**src/rtl/pwm_display_pkg.sv**
```systemverilog
// rtl/pwm_display_pkg.sv - shared types and constants for the PWM motor/display controller
package pwm_display_pkg;

    typedef enum logic [1:0] {
        ST_IDLE = 2'd0,
        ST_UP   = 2'd1,
        ST_DOWN = 2'd2,
        ST_STOP = 2'd3
    } state_t;

    localparam int LEVEL_MAX        = 15;
    localparam int TICKS_PER_PERIOD = 15;

    localparam logic [6:0] SEG_STOP = 7'b0111111;

    // Active-low segments {g,f,e,d,c,b,a}; entry 15 first so SEG_TABLE[v] indexes by value.
    localparam logic [15:0][6:0] SEG_TABLE = {
        7'b0001110, 7'b0000110, 7'b0100001, 7'b1000110,
        7'b0000011, 7'b0001000, 7'b0010000, 7'b0000000,
        7'b1111000, 7'b0000010, 7'b0010010, 7'b0011001,
        7'b0110000, 7'b0100100, 7'b1111001, 7'b1000000
    };

endpackage

```
**src/rtl/hex_to_7seg.sv**
```systemverilog
// rtl/hex_to_7seg.sv - combinational 4-bit value to active-low seven-segment pattern
module hex_to_7seg
    import pwm_display_pkg::*;
(
    input  logic [3:0] i_hex,
    output logic [6:0] o_seg
);

    assign o_seg = SEG_TABLE[i_hex];

endmodule

```
**src/rtl/pwm_display_ctrl.sv**
```systemverilog
// rtl/pwm_display_ctrl.sv - motor PWM with level ramp, watchdog stop and hex display (ramp: PWM_DISPLAY_RAMP_EN)
module pwm_display_ctrl
    import pwm_display_pkg::*;
#(
    parameter int PRESCALE     = 195,
    parameter int RAMP_PERIODS = 4,
    parameter int WDOG_CYCLES  = 50_000_000
) (
    input  logic       clk,
    input  logic       reset,
    input  logic [3:0] data_in,
    input  logic       data_valid,
    output logic       data_ack,
    output logic       pwm_out,
    output logic [6:0] seg,
    output logic       wdog_trip
);

    localparam logic [15:0] PRE_LAST  = 16'(PRESCALE - 1);
    localparam logic [3:0]  TICK_LAST = 4'(TICKS_PER_PERIOD - 1);
    localparam bit          WDOG_EN   = (WDOG_CYCLES != 0);
    localparam logic [31:0] WDOG_LAST = WDOG_EN ? 32'(WDOG_CYCLES - 1) : 32'd0;

    logic [15:0] r_pre;
    logic [3:0]  r_tick;
    logic [3:0]  r_target;
    logic [3:0]  r_applied;
    logic [31:0] r_wdog;
    state_t      r_state;
    logic        r_ack;
    logic        r_pwm;
    logic        r_trip;
    logic [6:0]  r_seg;

    logic        w_tick;
    logic        w_boundary;
    logic [3:0]  w_tick_nxt;
    logic        w_expire;
    logic        w_stop_nxt;
    logic [3:0]  w_target_nxt;
    logic [3:0]  w_level_nxt;
    logic [3:0]  w_applied_nxt;
    logic [6:0]  w_seg_hex;

    assign w_tick       = (r_pre == PRE_LAST);
    assign w_boundary   = w_tick && (r_tick == TICK_LAST);
    assign w_tick_nxt   = !w_tick ? r_tick : (w_boundary ? 4'd0 : r_tick + 4'd1);

    // A sample arriving on the expiry cycle wins over the watchdog.
    assign w_expire     = WDOG_EN && (r_state != ST_STOP) && !data_valid && (r_wdog == WDOG_LAST);
    assign w_stop_nxt   = w_expire || ((r_state == ST_STOP) && !data_valid);
    assign w_target_nxt = data_valid ? data_in : (w_expire ? 4'd0 : r_target);

`ifdef PWM_DISPLAY_RAMP_EN
    localparam logic [7:0] RAMP_LAST = 8'(RAMP_PERIODS - 1);

    logic [7:0] r_ramp;
    logic       w_step;

    assign w_step = w_boundary && (r_applied != r_target) && (r_ramp == RAMP_LAST);

    always_comb begin
        w_level_nxt = r_applied;
        if (w_step) begin
            w_level_nxt = (r_applied < r_target) ? r_applied + 4'd1 : r_applied - 4'd1;
        end
    end

    // Period count toward the next step; idles at zero once the level has settled.
    always_ff @(posedge clk) begin
        if (reset || (r_applied == r_target)) begin
            r_ramp <= 8'd0;
        end else if (w_boundary) begin
            r_ramp <= (r_ramp == RAMP_LAST) ? 8'd0 : r_ramp + 8'd1;
        end
    end
`else
    logic [31:0] w_unused_ramp;

    assign w_unused_ramp = 32'(RAMP_PERIODS);
    assign w_level_nxt   = w_boundary ? r_target : r_applied;
`endif

    assign w_applied_nxt = w_expire ? 4'd0 : w_level_nxt;

    hex_to_7seg u_hex (
        .i_hex (w_applied_nxt),
        .o_seg (w_seg_hex)
    );

    // Outputs are registered from next-state values so they line up with the state they describe.
    always_ff @(posedge clk) begin
        if (reset) begin
            r_pre     <= 16'd0;
            r_tick    <= 4'd0;
            r_target  <= 4'd0;
            r_applied <= 4'd0;
            r_wdog    <= 32'd0;
            r_state   <= ST_IDLE;
            r_ack     <= 1'b0;
            r_pwm     <= 1'b0;
            r_trip    <= 1'b0;
            r_seg     <= SEG_TABLE[0];
        end else begin
            r_pre     <= w_tick ? 16'd0 : r_pre + 16'd1;
            r_tick    <= w_tick_nxt;
            r_target  <= w_target_nxt;
            r_applied <= w_applied_nxt;
            r_wdog    <= (!WDOG_EN || data_valid || w_stop_nxt) ? 32'd0 : r_wdog + 32'd1;
            r_ack     <= data_valid;
            r_pwm     <= (w_tick_nxt < w_applied_nxt);
            r_trip    <= w_stop_nxt;
            r_seg     <= w_stop_nxt ? SEG_STOP : w_seg_hex;
            if (w_stop_nxt) begin
                r_state <= ST_STOP;
            end else if (w_applied_nxt == w_target_nxt) begin
                r_state <= ST_IDLE;
            end else if (w_applied_nxt < w_target_nxt) begin
                r_state <= ST_UP;
            end else begin
                r_state <= ST_DOWN;
            end
        end
    end

    assign data_ack  = r_ack;
    assign pwm_out   = r_pwm;
    assign seg       = r_seg;
    assign wdog_trip = r_trip;

endmodule

```
**config.mk**
```make
export PLATFORM = sky130hd
export DESIGN_NAME = pwm_display_ctrl
export DESIGN_NICKNAME = d
export VERILOG_FILES = /design/src/rtl/pwm_display_pkg.sv /design/src/rtl/hex_to_7seg.sv /design/src/rtl/pwm_display_ctrl.sv
export SDC_FILE = /design/constraint.sdc
export NUM_CORES = 1
export LEC_CHECK = 0
export ABC_AREA = 1
export BUFFER_PORTS_ARGS = -buffer_cell sky130_fd_sc_hd__buf_2
export CAP_MARGIN = 25
export CORE_UTILIZATION = 40
export CTS_BUF_LIST = sky130_fd_sc_hd__clkbuf_8
export DETAILED_ROUTE_END_ITERATION = 16
export PLACE_DENSITY_LB_ADDON = 0.05
export SLEW_MARGIN = 20
export SYNTH_ARGS = -nofsm -noshare
export SYNTH_HDL_FRONTEND = slang
export SYNTH_SLANG_ARGS = --single-unit
```
**constraint.sdc**
```tcl
create_clock -name clk -period 3.6 [get_ports clk]
set_input_delay 0.72 -clock clk [delete_from_list [all_inputs] [get_ports clk]]
set_output_delay 0.72 -clock clk [all_outputs]
set_load 0.02 [all_outputs]
```
# Yosys cells after proc, flatten, opt, wreduce, memory -nomap -nowiden
# Memory sizes are Yosys's and may differ from the RTL's.
# Cells that the tools add are included.
totals:
  reg_bits: 72
  rom_bits: 112
  input_bits: 7
  output_inout_bits: 10
  elab_cells: 43
  mem_count: 1
op_classes:
  n_addsub: 3
  magnitude_cmp: 3
  n_eq_ne: 6
  muxes: 11
  reduce_logical: 9
mem_list:
  columns: ["memory", "depth", "width", "read_ports", "rd_clocked_by_memory_dff", "write_ports", "line", "rtl"]
  rows:
  - ["(no name shown)", 16, 7, 1, 0, 0, "hex_to_7seg.sv:9", "assign o_seg = SEG_TABLE[i_hex];"]
ops:
  columns: ["op", "count"]
  rows:
  - ["$add 32x1->32 const B", 1]
  - ["$eq 32x26->1 const B", 1]
  - ["$mux 4", 6]
  - ["$add 16x1->16 const B", 1]
  - ["$eq 16x8->1 const B", 1]
  - ["$mux 7", 2]
  - ["$lt 4x4->1", 2]
  - ["$mux 2", 3]
  - ["$lt 4x5->1 const B", 1]
  - ["$add 4x1->4 const B", 1]
  - ["$eq 4x4->1", 1]
  - ["$eq 4x4->1 const B", 1]
  - ["$logic_and 1x1->1", 4]
  - ["$reduce_or 2->1", 2]
  - ["$eq 2x2->1 const B", 1]
  - ["$logic_or 1x1->1", 2]
  - ["$ne 2x2->1 const B", 1]
  - ["$logic_not 1->1", 1]

# Longest topological paths before layout
depth:
  word_depth: 9
  mapped_depth: 18
  depth_no_buf: 18

# Cells and area by module
# Synthesis repeated with hierarchy kept, for this count alone.
unflattened:
  hier_cells: 576
  hier_area_um2: 4053.9
modules_own_cells:
  columns: ["module", "n_inst", "cells_per_inst", "area_each_um2", "seq_area_each_um2"]
  rows:
  - ["pwm_display_ctrl", 1, 525, 3778.6, 1441.4]
  - ["hex_to_7seg", 1, 51, 275.3, 0.0]

# Worst setup path after synthesis
# No wires, ideal clock.
synth_timing:
  path_kind: "input port to flip-flop"
  start: "in data_valid"
  end: "reg r_state[0]"
  t_arrival_ps: 2517
  setup_slack_ps: 1013
  stages: 14
  path_buffers: 2
  cell_sequence: "buf_2 -> nor2_1 -> nand3_1 -> nor2_1 -> nand3_1 -> buf_6 -> nand3_1 -> inv_1 -> ha_1 -> inv_1 -> o21bai_1 -> a221oi_1 -> nand2_1 -> a21oi_1"
synth_via:
  word_cells_on_any_way: 13
  classes_between: "1 x order compare; 1 x eq/ne; 6 x mux; 5 x reduce/logical"
synth_rtl:
  columns: ["element", "line", "rtl"]
  rows:
  - ["start: declaration", "pwm_display_ctrl.sv:12", "input logic data_valid,"]
  - ["$logic_not 1->1 *", "pwm_display_ctrl.sv:50", "assign w_expire = WDOG_EN && (r_state != ST_STOP) && !data_valid && (r_wdog == WDOG_LAST);"]
  - ["$logic_and 1x1->1 * (2 in a row)", "pwm_display_ctrl.sv:50", null]
  - ["$mux 4 *", "pwm_display_ctrl.sv:84", "assign w_applied_nxt = w_expire ? 4'd0 : w_level_nxt;"]
  - ["net u_hex.i_hex[1]", "hex_to_7seg.sv:5", "input logic [3:0] i_hex,"]
  - ["$lt 4x4->1", "pwm_display_ctrl.sv:118", "end else if (w_applied_nxt < w_target_nxt) begin"]
  - ["$mux 2", "pwm_display_ctrl.sv:118", null]
  - ["$mux 2 *", "pwm_display_ctrl.sv:116", "end else if (w_applied_nxt == w_target_nxt) begin"]
  - ["$mux 2 *", "pwm_display_ctrl.sv:114", "if (w_stop_nxt) begin"]
  - ["end signal: assignment", "pwm_display_ctrl.sv:115", "r_state <= ST_STOP;"]
  - ["end signal: assignment", "pwm_display_ctrl.sv:117", "r_state <= ST_IDLE;"]
  - ["end signal: assignment", "pwm_display_ctrl.sv:119", "r_state <= ST_UP;"]
  - ["end: declaration", "pwm_display_ctrl.sv:29", "state_t r_state;"]
# Mark *: on every way through the listed nets, which the timed path passes. The rest lies on a longest branch.
# A chain may end at the register's enable or synchronous reset.

# Final worst setup path
layout_timing:
  start: "reg r_pre[0]"
  end: "reg r_state[1]"
layout_via:
  elab_chain_cells: 8
  word_cells_on_any_way: 9
  classes_between: "1 x order compare; 2 x eq/ne; 5 x mux; 1 x reduce/logical"
layout_rtl:
  columns: ["element", "line", "rtl"]
  rows:
  - ["start: declaration", "pwm_display_ctrl.sv:24", "logic [15:0] r_pre;"]
  - ["start signal: assignment", "pwm_display_ctrl.sv:105", "r_pre <= w_tick ? 16'd0 : r_pre + 16'd1;"]
  - ["$eq 16x8->1 *", "pwm_display_ctrl.sv:45", "assign w_tick = (r_pre == PRE_LAST);"]
  - ["$logic_and 1x1->1 *", "pwm_display_ctrl.sv:46", "assign w_boundary = w_tick && (r_tick == TICK_LAST);"]
  - ["$mux 4 *", "pwm_display_ctrl.sv:81", "assign w_level_nxt = w_boundary ? r_target : r_applied;"]
  - ["$mux 4 *", "pwm_display_ctrl.sv:84", null]
  - ["net u_hex.i_hex[1]", "hex_to_7seg.sv:5", null]
  - ["$lt 4x4->1", "pwm_display_ctrl.sv:118", null]
  - ["$mux 2", "pwm_display_ctrl.sv:118", null]
  - ["$mux 2 *", "pwm_display_ctrl.sv:116", null]
  - ["$mux 2 *", "pwm_display_ctrl.sv:114", null]
# Marks and branches as above.

==> impl_results.md <==
- Latest clock arrival within the worst-skew pair: 0.34 ns
- First-pass GRT wire length: 14700 um
- Synthesized Nets: 580
- Vias: 3406
- WP buf/inv: 4
- Fin crit period: 2.71 ns
- Number of max-cap violations: 0
- Post_cts resized: 0
- Power per cell area: between 300 and 400 nW/um^2
- All-Layer GR Usage: 18.3%
- Outcome: completed
- Actual slew at the worst max-slew pin: 0.629 ns
- Final setup TNS: 0 ns
- Crit path to: r_state[1]
- Max Fclk: around 370 MHz
- Slew Viols, Final: 0
- TritonCTS Buffers: 9
- Routed wire per std cell: 11.9 um
- Post-CTS Setup Repair Bufs: 0
- TritonCTS Sinks: 72
- GPL Wtd Cong: 0.831
- Routed Antenna Nets: 0
- Vias in the first global route: approximately 3300
- Final Hold Viols: 0
- CTS tree: yes
- Initial antenna violation count: 0
- Worst-case reg-to-reg path depth: 16
- DR iter-0 viols: 106
- Clk_skew: just under 0.008 ns
- Final wirelength: 8470 um
- Initial Util: 41.9%
- Post-route DRC: 0
- Nets: 602
- Slowest stage delay, CP: approximately 0.34 ns
- Critical Path Fanout Max: 8
- Number of antenna diodes: 0
- Warnings, synthesis: 0
- Syn Inst Count: 555
- Leakage: around 1.7 nW
- Most frequent cells in the layout: 104 x nand2_1, 92 x nor2_1, 73 x inv_1
- Most common cell after layout, fill and taps aside: nand2_1
- FF-to-FF End: r_state[1]
- Vias per std cell: 4.80
- Worst path depth: 16
- Die W: between 100 and 150 um
- Row cnt: 35
- Final Cycle Share: 75.4%
- Worst Setup Path Type: flip-flop to flip-flop
- Number of iterations in the first detailed-routing pass: 4
- Fillers: 1016
- Clk buf depth: 2
- Number of port buffers: 16
- Crit-path cells: inv_1 -> ha_1 -> inv_1 -> nor2_1 -> nand2_1 -> nor2_1 -> nand2_1 -> nor2_1 -> nand2_1 -> nand3_1 -> inv_1 -> ha_1 -> inv_1 -> o21bai_1 -> a221oi_1 -> o21ai_0
- Post-Synthesis Cell Area: 3930 sq um
- Slew headroom: 58.0%
- Total power: 0.00140 W
- Final setup violation count: 0
- CP required: about 3.8 ns
- R2R Setup Slk: 0.89 ns
- Most Frequent Cell on Critical Path: inv_1
- Crit. End Element: flip-flop
- Total grt overflow: 0
- Critical Path Start: r_pre[0]
- CTS H-tree lvls: 3
- CP top delay family: simple AND/OR/NAND/NOR gates
- Largest net degree at the start of global routing: 31
- WP data arrival: 2.93 ns
- Clk slew on worst S/H paths: 0.07 ns
- CTS Root Buffer Type: clkbuf_8
- Worst IR Drop VDD: 0.159 mV
- Yosys cell types: 43
- Flop and latch count out of synthesis: between 70 and 80
- Core area: approximately 9400 sq um
- # hold bufs at CTS: 0
- Slowest CP cell: dfxtp_1
- Final HPWL DP: 6520 um
- Number of top-level pins: 17
- Syn_area_per_cell: ~7 sq um
- Startpoint types: flip-flop
- RSZ-0062 raised after global routing: no
- Die ar.: 10200 sq um
- Seq/Total Area, Yosys: 36.7%
- Share of cells above drive strength 1: between 10% and 20%
- P&R area growth vs syn: 9.53%
- Hold Path Class: flip-flop to flip-flop
- Die height: 101 um
- FF-to-FF Start: r_pre[0]
## layout make-up
cell class	count	area (sq um)	area share [%]
Multi-Input combinational cell	394	2130	49.6
Clock inverter	6	30.0	0.698
Inverter	81	308	7.16
Tap cell	129	161	3.75
Timing Repair Buffer	19	103	2.39
Sequential cell	72	1440	33.5
Clock buffer	9	124	2.88
## cell families (layout without fill, tap and decap cells)
kind of cell	Yosys count	in the layout	synth area share (%)
buffers and inverters	89	115	8.95
adders and majority gates	18	18	5.73
xor gates and xnor gates	17	17	3.79
and+or+nand+nor	309	309	37.6
DFF	72	72	36.7
AOI/OAI and AO/OA	50	50	7.20
## per-layer routing
metal / share of wire (%) / track usage (%)
met1: 49 / 22.9
met2: 47 / 31.1
met3: 3.0 / 4.37
met4: 0.92 / 5.57
met5: 0 / 0
## through the flow
| stage | area [sq um] | cells | hold slack, ns | setup WS [ns] | utilization, % |
|---|---|---|---|---|---|
| after global placement | 4150 | 695 | 0.444 | 0.894 | 44.3 |
| after detailed placement | 4150 | 695 | 0.465 | 0.818 | 44.3 |
| after floorplan | 3930 | 555 | 0.429 | 1.01 | - |
| final | 4300 | 710 | 0.474 | 0.886 | 45.9 |
| after CTS | 4300 | 710 | 0.483 | 0.850 | 45.9 |
| after global routing | 4300 | 710 | 0.492 | 0.464 | 45.9 |
## synth_stat cells (all sizes together)
library cell,number,area (sq um)
nand2,113,447
nor2,107,464
inv,79,299
dfxtp,72,1440
nand3,44,265
a21oi,22,110
nor3,19,110
ha,18,225
o21ai,17,85.1
nand4,13,81.3
xnor2,10,87.6
buf,7,40.0
xor2,7,61.3
nor3b,6,50.1
nor4,3,33.8
a22oi,2,15.0
a31oi,2,12.5
clkinv,2,8.75
o211ai,2,20.0
or2,2,12.5
a211oi,1,7.51
a21boi,1,7.51
a221oi,1,8.76
and3,1,6.26
clkbuf,1,3.75
nand3b,1,7.51
o21a,1,8.76
o21bai,1,7.51
## flip-flops by register name, indices dropped and copies added, names as in the netlist
signal	count
pwm_out	1
seg	7
r_wdog	32
r_tick	4
r_pre	16
r_state	2
wdog_trip	1
r_applied	4
data_ack	1
r_target	4
## worst min-delay path by stage
stage,depth (start not counted),startpoint,to
final,1,r_wdog[0],r_wdog[0]
after global routing,1,r_wdog[0],r_wdog[0]
after CTS,1,r_wdog[0],r_wdog[0]
after detailed placement,1,r_wdog[0],r_wdog[0]
after global placement,1,r_pre[0],r_pre[0]
after floorplan,1,r_wdog[0],r_wdog[0]
## where the power goes
group | leakage, nW | internal [W] | switching (W) | total [W]
Clock | 0.0872 | 0.000238 | 0.000299 | 0.000537
Combinational | 1.05 | 0.0000182 | 0.0000361 | 0.0000542
Sequential | 0.582 | 0.000806 | 0.00000568 | 0.000811
Total | 1.72 | 0.00106 | 0.000341 | 0.00140
## worst reg2reg max path: stages, from the launching register on
cell and delay [ns]:
dfxtp_1 0.34, inv_1 0.06, ha_1 0.16, inv_1 0.04, nor2_1 0.15, nand2_1 0.08
nor2_1 0.10, nand2_1 0.12, nor2_1 0.19, nand2_1 0.08, nand3_1 0.24, inv_1 0.16
ha_1 0.32, inv_1 0.06, o21bai_1 0.05, a221oi_1 0.29, o21ai_0 0.14
No activity file was read; power rests on OpenSTA's default activity.
